--- src/rtl/feedback_loop_decimator_if.sv ---
// Stream/bus bundle for feedback_loop_decimator.
//   in_sample  : signed 8-bit sample from the feedback loop
//   in_valid   : in_sample valid this cycle (never back-pressured)
//   out_sum    : signed 12-bit group sum at the FIFO head (0 when empty)
//   out_mean   : signed 8-bit floor mean of out_sum (0 when empty)
//   out_valid  : FIFO non-empty, head presented
//   out_ready  : consumer takes the head when out_valid=1
//   level      : FIFO occupancy
//   overflow   : sticky "a result was dropped" flag
// The master modport is the decimator's view; the slave modport is the
// view of whatever surrounds it (sample source plus result consumer).
interface feedback_loop_decimator_if;
  logic signed [7:0]  in_sample;
  logic               in_valid;
  logic signed [11:0] out_sum;
  logic signed [7:0]  out_mean;
  logic               out_valid;
  logic               out_ready;
  logic [3:0]         level;
  logic               overflow;

  modport master (
    input  in_sample, in_valid, out_ready,
    output out_sum, out_mean, out_valid, level, overflow
  );

  modport slave (
    output in_sample, in_valid, out_ready,
    input  out_sum, out_mean, out_valid, level, overflow
  );
endinterface

--- src/rtl/feedback_loop_decimator.sv ---
// feedback_loop_decimator
// Sums DECIM consecutive accepted signed samples and queues each sum in a
// small show-ahead FIFO drained by a valid/ready consumer. The head entry
// is presented both as the raw sum and as the floor mean (sum >>> LOG2_DECIM).
// Ports:
//   system1000      : clock, all state updates on the rising edge
//   system1000_rst  : synchronous active-high reset
//   bus             : feedback_loop_decimator_if.master (sample in, result out,
//                     level, sticky overflow)
module feedback_loop_decimator #(
  parameter int DECIM      = 4,
  parameter int LOG2_DECIM = 2,
  parameter int FIFO_DEPTH = 4
) (
  input logic                         system1000,
  input logic                         system1000_rst,
  feedback_loop_decimator_if.master   bus
);

  localparam int PTR_W = $clog2(FIFO_DEPTH);

  // Accumulator
  logic signed [11:0] acc_reg, acc_next;
  logic [3:0]         cnt_reg, cnt_next;
  logic signed [11:0] sample_ext;
  logic signed [11:0] result;
  logic               group_done;

  assign sample_ext = {{4{bus.in_sample[7]}}, bus.in_sample};
  assign result     = acc_reg + sample_ext;
  assign group_done = bus.in_valid && (cnt_reg == 4'(DECIM - 1));

  always_comb begin
    acc_next = acc_reg;
    cnt_next = cnt_reg;
    if (group_done) begin
      acc_next = '0;
      cnt_next = '0;
    end else if (bus.in_valid) begin
      acc_next = result;
      cnt_next = cnt_reg + 4'd1;
    end
  end

  always_ff @(posedge system1000) begin
    if (system1000_rst) begin
      acc_reg <= '0;
      cnt_reg <= '0;
    end else begin
      acc_reg <= acc_next;
      cnt_reg <= cnt_next;
    end
  end

  // Result FIFO
  logic signed [11:0] mem_reg [FIFO_DEPTH];
  logic [PTR_W-1:0]   wr_ptr_reg, rd_ptr_reg;
  logic [3:0]         level_reg, level_next;
  logic               overflow_reg;
  logic               not_empty, full, pop, write_en;
  logic signed [11:0] head;

  assign not_empty = (level_reg != 4'd0);
  assign full      = (level_reg == 4'(FIFO_DEPTH));
  assign pop       = not_empty && bus.out_ready;
  // A simultaneous pop frees the slot, so a push into a full FIFO still lands.
  assign write_en  = group_done && (!full || pop);

  always_comb begin
    level_next = level_reg;
    case ({write_en, pop})
      2'b10:   level_next = level_reg + 4'd1;
      2'b01:   level_next = level_reg - 4'd1;
      default: level_next = level_reg;
    endcase
  end

  // Storage is not reset; entries are only visible through level.
  always_ff @(posedge system1000) begin
    if (write_en) begin
      mem_reg[wr_ptr_reg] <= result;
    end
  end

  always_ff @(posedge system1000) begin
    if (system1000_rst) begin
      wr_ptr_reg   <= '0;
      rd_ptr_reg   <= '0;
      level_reg    <= '0;
      overflow_reg <= 1'b0;
    end else begin
      level_reg <= level_next;
      // Pointers are log2(FIFO_DEPTH) wide so they wrap naturally.
      if (write_en) wr_ptr_reg <= wr_ptr_reg + 1'b1;
      if (pop)      rd_ptr_reg <= rd_ptr_reg + 1'b1;
      if (group_done && full && !pop) overflow_reg <= 1'b1;
    end
  end

  // Show-ahead head; outputs forced to zero while empty.
  assign head          = mem_reg[rd_ptr_reg];
  assign bus.out_valid = not_empty;
  assign bus.out_sum   = not_empty ? head : 12'sd0;
  assign bus.out_mean  = not_empty ? 8'(head >>> LOG2_DECIM) : 8'sd0;
  assign bus.level     = level_reg;
  assign bus.overflow  = overflow_reg;

endmodule

--- src/flat_wrapper.sv ---
// flat-port wrapper written by rule: the top's interface ports become plain ports
module feedback_loop_decimator_flat 
#(
  parameter int DECIM      = 4,
  parameter int LOG2_DECIM = 2,
  parameter int FIFO_DEPTH = 4
)
  (system1000, system1000_rst, bus_in_sample, bus_in_valid, bus_out_ready, bus_out_sum, bus_out_mean, bus_out_valid, bus_level, bus_overflow);
  feedback_loop_decimator_if bus_i ();
  input logic system1000;
  input logic system1000_rst;
  input wire logic [$bits(bus_i.in_sample)-1:0] bus_in_sample;
  input wire logic [$bits(bus_i.in_valid)-1:0] bus_in_valid;
  input wire logic [$bits(bus_i.out_ready)-1:0] bus_out_ready;
  output wire logic [$bits(bus_i.out_sum)-1:0] bus_out_sum;
  output wire logic [$bits(bus_i.out_mean)-1:0] bus_out_mean;
  output wire logic [$bits(bus_i.out_valid)-1:0] bus_out_valid;
  output wire logic [$bits(bus_i.level)-1:0] bus_level;
  output wire logic [$bits(bus_i.overflow)-1:0] bus_overflow;
  assign bus_i.in_sample = bus_in_sample;
  assign bus_i.in_valid = bus_in_valid;
  assign bus_i.out_ready = bus_out_ready;
  assign bus_out_sum = bus_i.out_sum;
  assign bus_out_mean = bus_i.out_mean;
  assign bus_out_valid = bus_i.out_valid;
  assign bus_level = bus_i.level;
  assign bus_overflow = bus_i.overflow;
  feedback_loop_decimator #(.DECIM(DECIM), .LOG2_DECIM(LOG2_DECIM), .FIFO_DEPTH(FIFO_DEPTH)) u_core (.system1000(system1000), .system1000_rst(system1000_rst), .bus(bus_i));
endmodule
--- config.mk ---
export PLATFORM = sky130hd
export DESIGN_NAME = feedback_loop_decimator_flat
export DESIGN_NICKNAME = d
export VERILOG_FILES = /design/src/rtl/feedback_loop_decimator_if.sv /design/src/rtl/feedback_loop_decimator.sv /design/src/flat_wrapper.sv
export SDC_FILE = /design/constraint.sdc
export NUM_CORES = 1
export LEC_CHECK = 0
export BUFFER_PORTS_ARGS = -buffer_cell sky130_fd_sc_hd__buf_2
export CORE_ASPECT_RATIO = 1.75
export CORE_MARGIN = 10
export CORE_UTILIZATION = 45
export CTS_CLUSTER_SIZE = 10
export DETAILED_ROUTE_END_ITERATION = 6
export GPL_ROUTABILITY_DRIVEN = 0
export HOLD_SLACK_MARGIN = 0.15
export SETUP_SLACK_MARGIN = 0.02
export SLEW_MARGIN = 40
export SYNTH_ARGS = -nofsm -noshare
export SYNTH_HDL_FRONTEND = slang
export SYNTH_SLANG_ARGS = --single-unit
--- constraint.sdc ---
create_clock -name system1000 -period 2.8 [get_ports system1000]
set_input_delay 0.14 -clock system1000 [delete_from_list [all_inputs] [get_ports system1000]]
set_output_delay 0.14 -clock system1000 [all_outputs]
set_load 0.03 [all_outputs]
=== After elaboration in Yosys (flattened, before gate mapping) ===
Memory sizes are Yosys's and may differ from the RTL's. A register that Yosys moved wholly into a read port is not among the register bits.
Cells that the tools add are included.

* Add/sub/neg operators: 6
* Eq/ne operators: 4
* Muxes and demuxes: 7
* Reduce and logical (&&, ||, !) cells: 11

{| class="wikitable"
|+ Operator list
! operator !! count
|-
| $add 12x8->12 || 1
|-
| $mux 12 || 1
|-
| $add 4x1->4 const B || 2
|-
| $mux 8 || 1
|-
| $pmux 4 s2 || 1
|-
| $logic_and 1x1->1 || 5
|-
| $add 2x1->2 const B || 2
|-
| $eq 4x2->1 const B || 1
|-
| $eq 4x3->1 const B || 1
|-
| $mux 2 || 2
|-
| $reduce_bool 4->1 || 1
|-
| $sub 4x1->4 const B || 1
|-
| $eq 2x1->1 const B || 1
|-
| $eq 2x2->1 const B || 1
|-
| $logic_not 1->1 || 2
|-
| $mux 1 || 2
|-
| $reduce_bool 2->1 || 1
|-
| $reduce_or 2->1 || 1
|-
| $logic_or 1x1->1 || 1
|}

* Register bits: 25
* Bits in writable memories: 48
* Bits of input ports: 12
* Word-level logic and storage cells: 35
* Memories kept: 1

{| class="wikitable"
|+ Memory list
! name !! depth !! bits a word !! rd ports !! clocked after memory_dff !! write ports !! line !! text
|-
| u_core.mem_reg || 4 || 12 || 1 || 1 || 1 || feedback_loop_decimator.sv:56 || <nowiki>logic signed [11:0] mem_reg [FIFO_DEPTH];</nowiki>
|}

=== Depth between registers and ports, before layout ===
Gate-level depths: netlist of run 1.

* Depth after elaboration: 6
* Depth in mapped cells: 11
* Mapped depth without buffers: 11

=== Worst setup path before layout of run 1 ===
No wires, ideal clock.

* Kind: flip-flop to flip-flop
* From: register u_core.level_reg[2], in the netlist u_core.bus.level[2]
* To: register u_core.level_reg[2], in the netlist u_core.bus.level[2]
* Library setup time: 114 ps
* Arrival: 2,035 ps
* Setup slack: 652 ps
* Cell stages (with the launch flop): 10
* Buffers on the path: 0
* Period minus slack after synthesis: 2,148 ps
* Cells stage by stage: dfxtp_1 > nor4_2 > nor2_1 > xor2_1 > ha_1 > nor3_1 > a22oi_1 > a32oi_1 > o21ai_1 > nor2b_1

* Word-level cells in the longest chain between the ends: 6

{| class="wikitable"
|+ RTL lines
! item !! line !! text
|-
| start, declared || feedback_loop_decimator.sv:58 || <nowiki>logic [3:0] level_reg, level_next;</nowiki>
|-
| start signal, assigned || feedback_loop_decimator.sv:92 || <nowiki>level_reg <= level_next;</nowiki>
|-
| $eq 4x3->1 / $reduce_bool 4->1 (equally long branches) || feedback_loop_decimator.sv:64, feedback_loop_decimator.sv:63 ||
|-
| $logic_not 1->1 / $logic_and 1x1->1 (equally long branches) || feedback_loop_decimator.sv:67, feedback_loop_decimator.sv:65 ||
|-
| $logic_or 1x1->1 || feedback_loop_decimator.sv:67 || <nowiki>assign write_en = group_done && (!full || pop);</nowiki>
|-
| $logic_and 1x1->1 || feedback_loop_decimator.sv:67 ||
|-
| $eq 2x1->1 / $eq 2x2->1 (equally long branches) || feedback_loop_decimator.sv:71 || <nowiki>case ({write_en, pop})</nowiki>
|-
| $pmux 4 s2 / $reduce_bool 2->1 (equally long branches) || n/a ||
|}

Parallel ways exist; a longest one is shown, timed or not.
A chain may end at the register's enable or synchronous reset.

=== Worst setup path after layout of run 1 ===
* From: register u_core.acc_reg[0]
* To: memory u_core.mem_reg[0][10] (data pin)

* Word-level cells in the longest chain between the ends: 1

{| class="wikitable"
|+ RTL lines
! item !! line !! text
|-
| start, declared || feedback_loop_decimator.sv:23 || <nowiki>logic signed [11:0] acc_reg, acc_next;</nowiki>
|-
| start signal, assigned || feedback_loop_decimator.sv:50 || <nowiki>acc_reg <= acc_next;</nowiki>
|-
| $add 12x8->12 || feedback_loop_decimator.sv:30 || <nowiki>assign result = acc_reg + sample_ext;</nowiki>
|-
| named net u_core.result[10] || feedback_loop_decimator.sv:26 || <nowiki>logic signed [11:0] result;</nowiki>
|-
| end, declared || feedback_loop_decimator.sv:56 ||
|}

The timed path passes the listed nets, and every way through them passes these cells.

==> flow_metrics.tcl, run 1 <==
set metrics [dict create \
    status "finished clean" \
    drt-initial-drc-count 69 \
    slowest_stage "fa_1" \
    die_w_um 88.6 \
    routedWlPerCell_um 16.4 \
    hold_ws_ns 0.211 \
    start_kind "flip-flop" \
    synth-async-reset-ratio_pct 0 \
    grt_pass1_wl_um 11400 \
    tightest_slew_ns 0.597 \
    vias 2285 \
    cp_top_family "compound AO/OA/AOI/OAI gates" \
    nNetsFinal 361 \
    setup_viol 0 \
    drcViolationCount 0 \
    maxSlewViolCount 0 \
    ys.flop_type "edfxtp_1" \
    syn_avg_cell_area_um2 12.7 \
    synth_nets 322 \
    track_usage_pct 12.0 \
    grt_pass1_vias 2330 \
    hpwl_um 5220 \
    ir_drop_v 0.000500 \
    fin_tns_setup_ns 0 \
    cts_buffer_depth 2 \
    path_cells "ha_1 > fa_1 > a21oi_1 > o21ai_2 > a2111oi_4 > o21ai_1 > and2_1" \
    yosysTopAreaCell "edfxtp_1" \
    synth_cells 292 \
    cts.sinks 75 \
    p_per_area_nw_per_um2 780 \
    antenna_found_initial 0 \
    fmax_ghz 0.441 \
    cts_buffers 9 \
    root_buffer "clkbuf_16" \
    min_period_ns 2.27 \
    vias_per_cell 5.36 \
    rsz0062_at_grt "false" \
    antenna_left 0 \
    ys_ff_latch 75 \
    ys_seq_area_share_pct 53.5 \
    slowest_delay_ns 0.41 \
    grt_max_degree 22 \
    end_kind "flip-flop" \
    die-area_um2 12400 \
    overflow 0 \
    multi_input_area_um2 1570 \
    crit_required_ns 2.88 \
    cp_max_fo 4 \
    hold_path_class "in2reg" \
    ios 38 \
    critical_path_class "reg2reg" \
    start_util_pct 46.5 \
    register_area_um2 1980 \
    portBuffers 37 \
    dpl_cell_area_um2 3940 \
    core_area_um2 7960 \
    largest_reg_flops 48 \
    ys_types 53 \
    fin_skew_ns 0.00432 \
    path_clk_slew_ns 0.06 \
    leakagePower_nw 1.69 \
    clock_latency_ns 0.33 \
    crit_buf_inv 0 \
    fill_cells 698 \
    firstDrtPassIters 4 \
    relSlewSlack_pct 60.1 \
    cts_tree "built" \
    synth_edf_count 48 \
    fin_util_pct 53.9 \
    synth_area_um2 3700 \
    drv_cap 0 \
    yosysWarnings 0 \
    area_delta_synth_final_pct 15.9 \
    hold_violations 0 \
    num_rows 43 \
    diodes 0 \
    ys_top_cells_by_area "edfxtp_1, dfxtp_1, mux4_2" \
    drive_gt1_share_pct 25.6 \
    cp.arrival_ns 2.34 \
    finish.instance_area_um2 4290 \
    fin_crit_sh_pct 80.9 \
    htree_num_levels 3 \
    yosysTopAreaCellShare_pct 38.9 \
    drt-total-wl_um 6980 \
    die_h_um 140 \
]
[synthesized netlist by cell type (all sizes together), types with 10 or more instances]
| cell type | n |
|---|---|
| a21oi | 15 |
| buf | 15 |
| dfxtp | 27 |
| edfxtp | 48 |
| ha | 17 |
| mux2i | 10 |
| mux4 | 12 |
| nand2 | 17 |
| nor2 | 28 |
| nor2b | 14 |
[cell families (layout without fill, tap and decap cells)]
kind of cell	count (synthesis)	after routing	share of synthesized area, %
DFF	75	75	53.5
and+or+nand+nor	95	95	13.6
xor gates and xnor gates	16	16	3.79
AOI/OAI and AO/OA	40	40	8.69
adders and majority gates	18	18	6.29
buffers and inverters	26	70	4.12
muxes	22	22	10.0
[final timing paths]
kind                            cells past startpoint                    end  slack, ns         startpoint
worst max-delay path                                7  u_core.mem_reg[0][10]       0.53  u_core.acc_reg[0]
worst min-delay path                                4   u_core.rd_ptr_reg[0]       0.21      bus_out_ready
worst max register to register                      7  u_core.mem_reg[0][10]       0.53  u_core.acc_reg[0]
worst min register to register                      2      u_core.acc_reg[9]       0.47  u_core.acc_reg[9]
[repair_timing]
item | in CTS | in global routing
hold buffers | 1 | 0
endpoints found under the hold margin | 11 | 0
gates resized for setup | 0 | 0
setup buffers | 0 | 0
[layout by cell type, fill, tap and decap left out, types with 3 or more instances in the layout]
cell / n
bufinv_16: 3
nor2b_1: 14
a21o_1: 3
clkbuf_16: 9
nor2_1: 28
mux4_2: 12
a21oi_1: 12
inv_1: 7
xnor2_1: 8
buf_2: 37
edfxtp_1: 48
nand4_1: 3
a21oi_2: 3
nand2_1: 16
ha_1: 17
and2_1: 6
o21ai_1: 6
mux2i_1: 10
nand3_1: 6
buf_4: 8
xor2_1: 8
dfxtp_1: 27
nor3_1: 4
[worst register-to-register path, cell delays in order, from the launching register on]
cell and delay [ns]:
dfxtp_1 0.31, ha_1 0.20, fa_1 0.41, a21oi_1 0.22, o21ai_2 0.15, a2111oi_4 0.38
o21ai_1 0.15, and2_1 0.21
[power by group]
part | total, mW | switching, mW | internal [mW]
Clock | 1.32 | 0.425 | 0.895
Sequential | 1.31 | 0.0320 | 1.28
Combinational | 0.717 | 0.450 | 0.267
[final cells by class]
type / count / share of cell area [%]
clock buffer: 12 / 5.74
sequential: 75 / 46.2
multi-input combinational: 191 / 36.5
timing repair buffer: 46 / 5.95
inverter: 8 / 0.700
clock inverter: 4 / 2.27
tap: 90 / 2.62
[routing by layer]
metal,share of wire [%],vias up,GRT usage (%)
met4,2.4,0,6.42
met5,0,-,0
met1,39,1095,12.5
met2,55,36,21.2
li1,-,1141,-
met3,4.1,13,2.96
[stage by stage]
stage          std cells  total power [mW]  worst slack [ns]
6_report             426              3.35             0.534
5_1_grt              426              3.51             0.399
4_1_cts              426              3.39             0.511
3_5_place_dp         409              2.06             0.525
3_3_place_gp         409              2.05             0.582
2_1_floorplan        292              1.91             0.652
No activity file was read; power rests on OpenSTA's default activity.
==> run 2, diff against run 1 <==
==> constraint.sdc (replaced) <==
create_clock -name system1000 -period 2.2 [get_ports system1000]
set_input_delay 0.11 -clock system1000 [delete_from_list [all_inputs] [get_ports system1000]]
set_output_delay 0.11 -clock system1000 [all_outputs]
set_load 0.03 [all_outputs]
==> flow_metrics.tcl, run 2 (synthesis results as in run 1) <==
set metrics [dict create \
    status "finished clean" \
    routedWlPerCell_um 16.8 \
    critical_path_class "reg2reg" \
    crit_required_ns 2.29 \
    relSlewSlack_pct 70.4 \
    rsz0062_at_grt "false" \
    drv_cap 0 \
    vias 2360 \
    cp.arrival_ns 2.16 \
    post_cts_buffers 0 \
    path_clk_slew_ns 0.05 \
    num_rows 43 \
    fin_skew_ns 0.00494 \
    diodes 0 \
    fin_crit_sh_pct 94.1 \
    tightest_slew_ns 0.441 \
    core_area_um2 7960 \
    fmax_ghz 0.483 \
    start_kind "flip-flop" \
    cts_buffer_depth 2 \
    fin_tns_setup_ns 0 \
    hpwl_um 5390 \
    ir_drop_v 0.000407 \
    min_period_ns 2.07 \
    die-area_um2 12400 \
    track_usage_pct 12.6 \
    drive_gt1_share_pct 32.0 \
    largest_reg_flops 48 \
    maxSlewViolCount 0 \
    root_buffer "clkbuf_16" \
    drt-initial-drc-count 95 \
    antenna_left 0 \
    setup_viol 0 \
    mostFrequentLayoutCell "edfxtp_1" \
    die_w_um 88.6 \
    p_per_area_nw_per_um2 964 \
    overflow 0 \
    fin_util_pct 56.3 \
    ios 38 \
    hold_violations 0 \
    cp_max_fo 5 \
    die_h_um 140 \
    grt_pass1_wl_um 11900 \
    htree_num_levels 3 \
    mostFrequentLayoutCells "edfxtp_1, buf_2, nor2_1, dfxtp_1, buf_4" \
    cts_tree "built" \
    hold_path_class "in2reg" \
    antenna_found_initial 0 \
    cts.sinks 75 \
    finish.instance_area_um2 4490 \
    clock_latency_ns 0.33 \
    cts_buffers 9 \
    portBuffers 37 \
    end_kind "flip-flop" \
    drt-total-wl_um 7360 \
    dpl_cell_area_um2 4070 \
    area_delta_synth_final_pct 21.2 \
    drcViolationCount 0 \
    firstDrtPassIters 4 \
    vias_per_cell 5.40 \
    grt_pass1_vias 2425 \
    grt_max_degree 22 \
    nNetsFinal 372 \
    reg2reg_slack_ns 0.13 \
    start_util_pct 46.5 \
    leakagePower_nw 1.75 \
]
run 2: cell types whose count changed in the layout (fill, tap and decap cells not counted), moves of 2 or more:
cell / change
buf_4: +7
a21oi_4: +2
nand2_2: +2
nand2_1: -2
ha_2: +6
buf_12: +4
ha_1: -6
run 2: what timing repair did:
| action | CTS | global route |
|---|---|---|
| hold endpoints to repair | 11 | 0 |
| endpoints found under the setup margin | 10 | 15 |
| resized for setup | 4 | 15 |
| pin swaps | 1 | 7 |
| hold buffers | 1 | 0 |
run 2: final cells by class:
cell class / count / area (um^2)
timing repair buffer: 57 / 388
tap: 90 / 113
clock buffer: 11 / 233
sequential: 75 / 1980
inverter: 8 / 30.0
clock inverter: 5 / 101
multi-input combinational: 191 / 1640
fill: 678 / 3480
run 2: per-layer routing:
layer / GRT usage [%] / wire [um] / share of wire (%) / vias to the layer above
met4: 5.56 / 144 / 2.0 / 0
met5: 0 / 0 / 0 / -
met2: 22.6 / 4110 / 56 / 43
li1: - / - / - / 1166
met1: 12.7 / 2770 / 38 / 1140
met3: 3.77 / 328 / 4.5 / 11
run 2: final timing paths:
path	start	endpoint	depth (start not counted)
worst max register to register	u_core.acc_reg[1]	u_core.mem_reg[0][11]	8
worst min register to register	u_core.bus.overflow	u_core.bus.overflow	2
worst min-delay path	bus_in_sample[0]	u_core.mem_reg[2][0]	2
worst max-delay path	u_core.acc_reg[1]	u_core.mem_reg[0][11]	8
run 2: metrics by stage:
step                      hold slack (ns)  setup WS [ns]  std cells  total power [mW]
after floorplan                     0.182         0.0516        292              2.44
after global placement              0.443        -0.0388        420              2.65
after detailed placement            0.450        -0.0568        420              2.67
after CTS                           0.176         0.0314        437              4.33
after global routing                0.182        0.00417        437              4.53
final                               0.186          0.130        437              4.33
run 2: power breakdown:
group | internal (mW) | switching, mW | total, mW | leakage, nW
Clock | 1.10 | 0.546 | 1.65 | 0.157
Combinational | 0.394 | 0.621 | 1.01 | 0.937
Sequential | 1.63 | 0.0326 | 1.66 | 0.652
run 2: critical path, stage by stage (launching register included):
cell and delay, ns:
dfxtp_2 0.33, ha_1 0.26, a21o_1 0.13, and4_4 0.27, o2111ai_4 0.16, a211oi_4 0.30
nor3_2 0.08, xnor2_1 0.14, buf_4 0.14
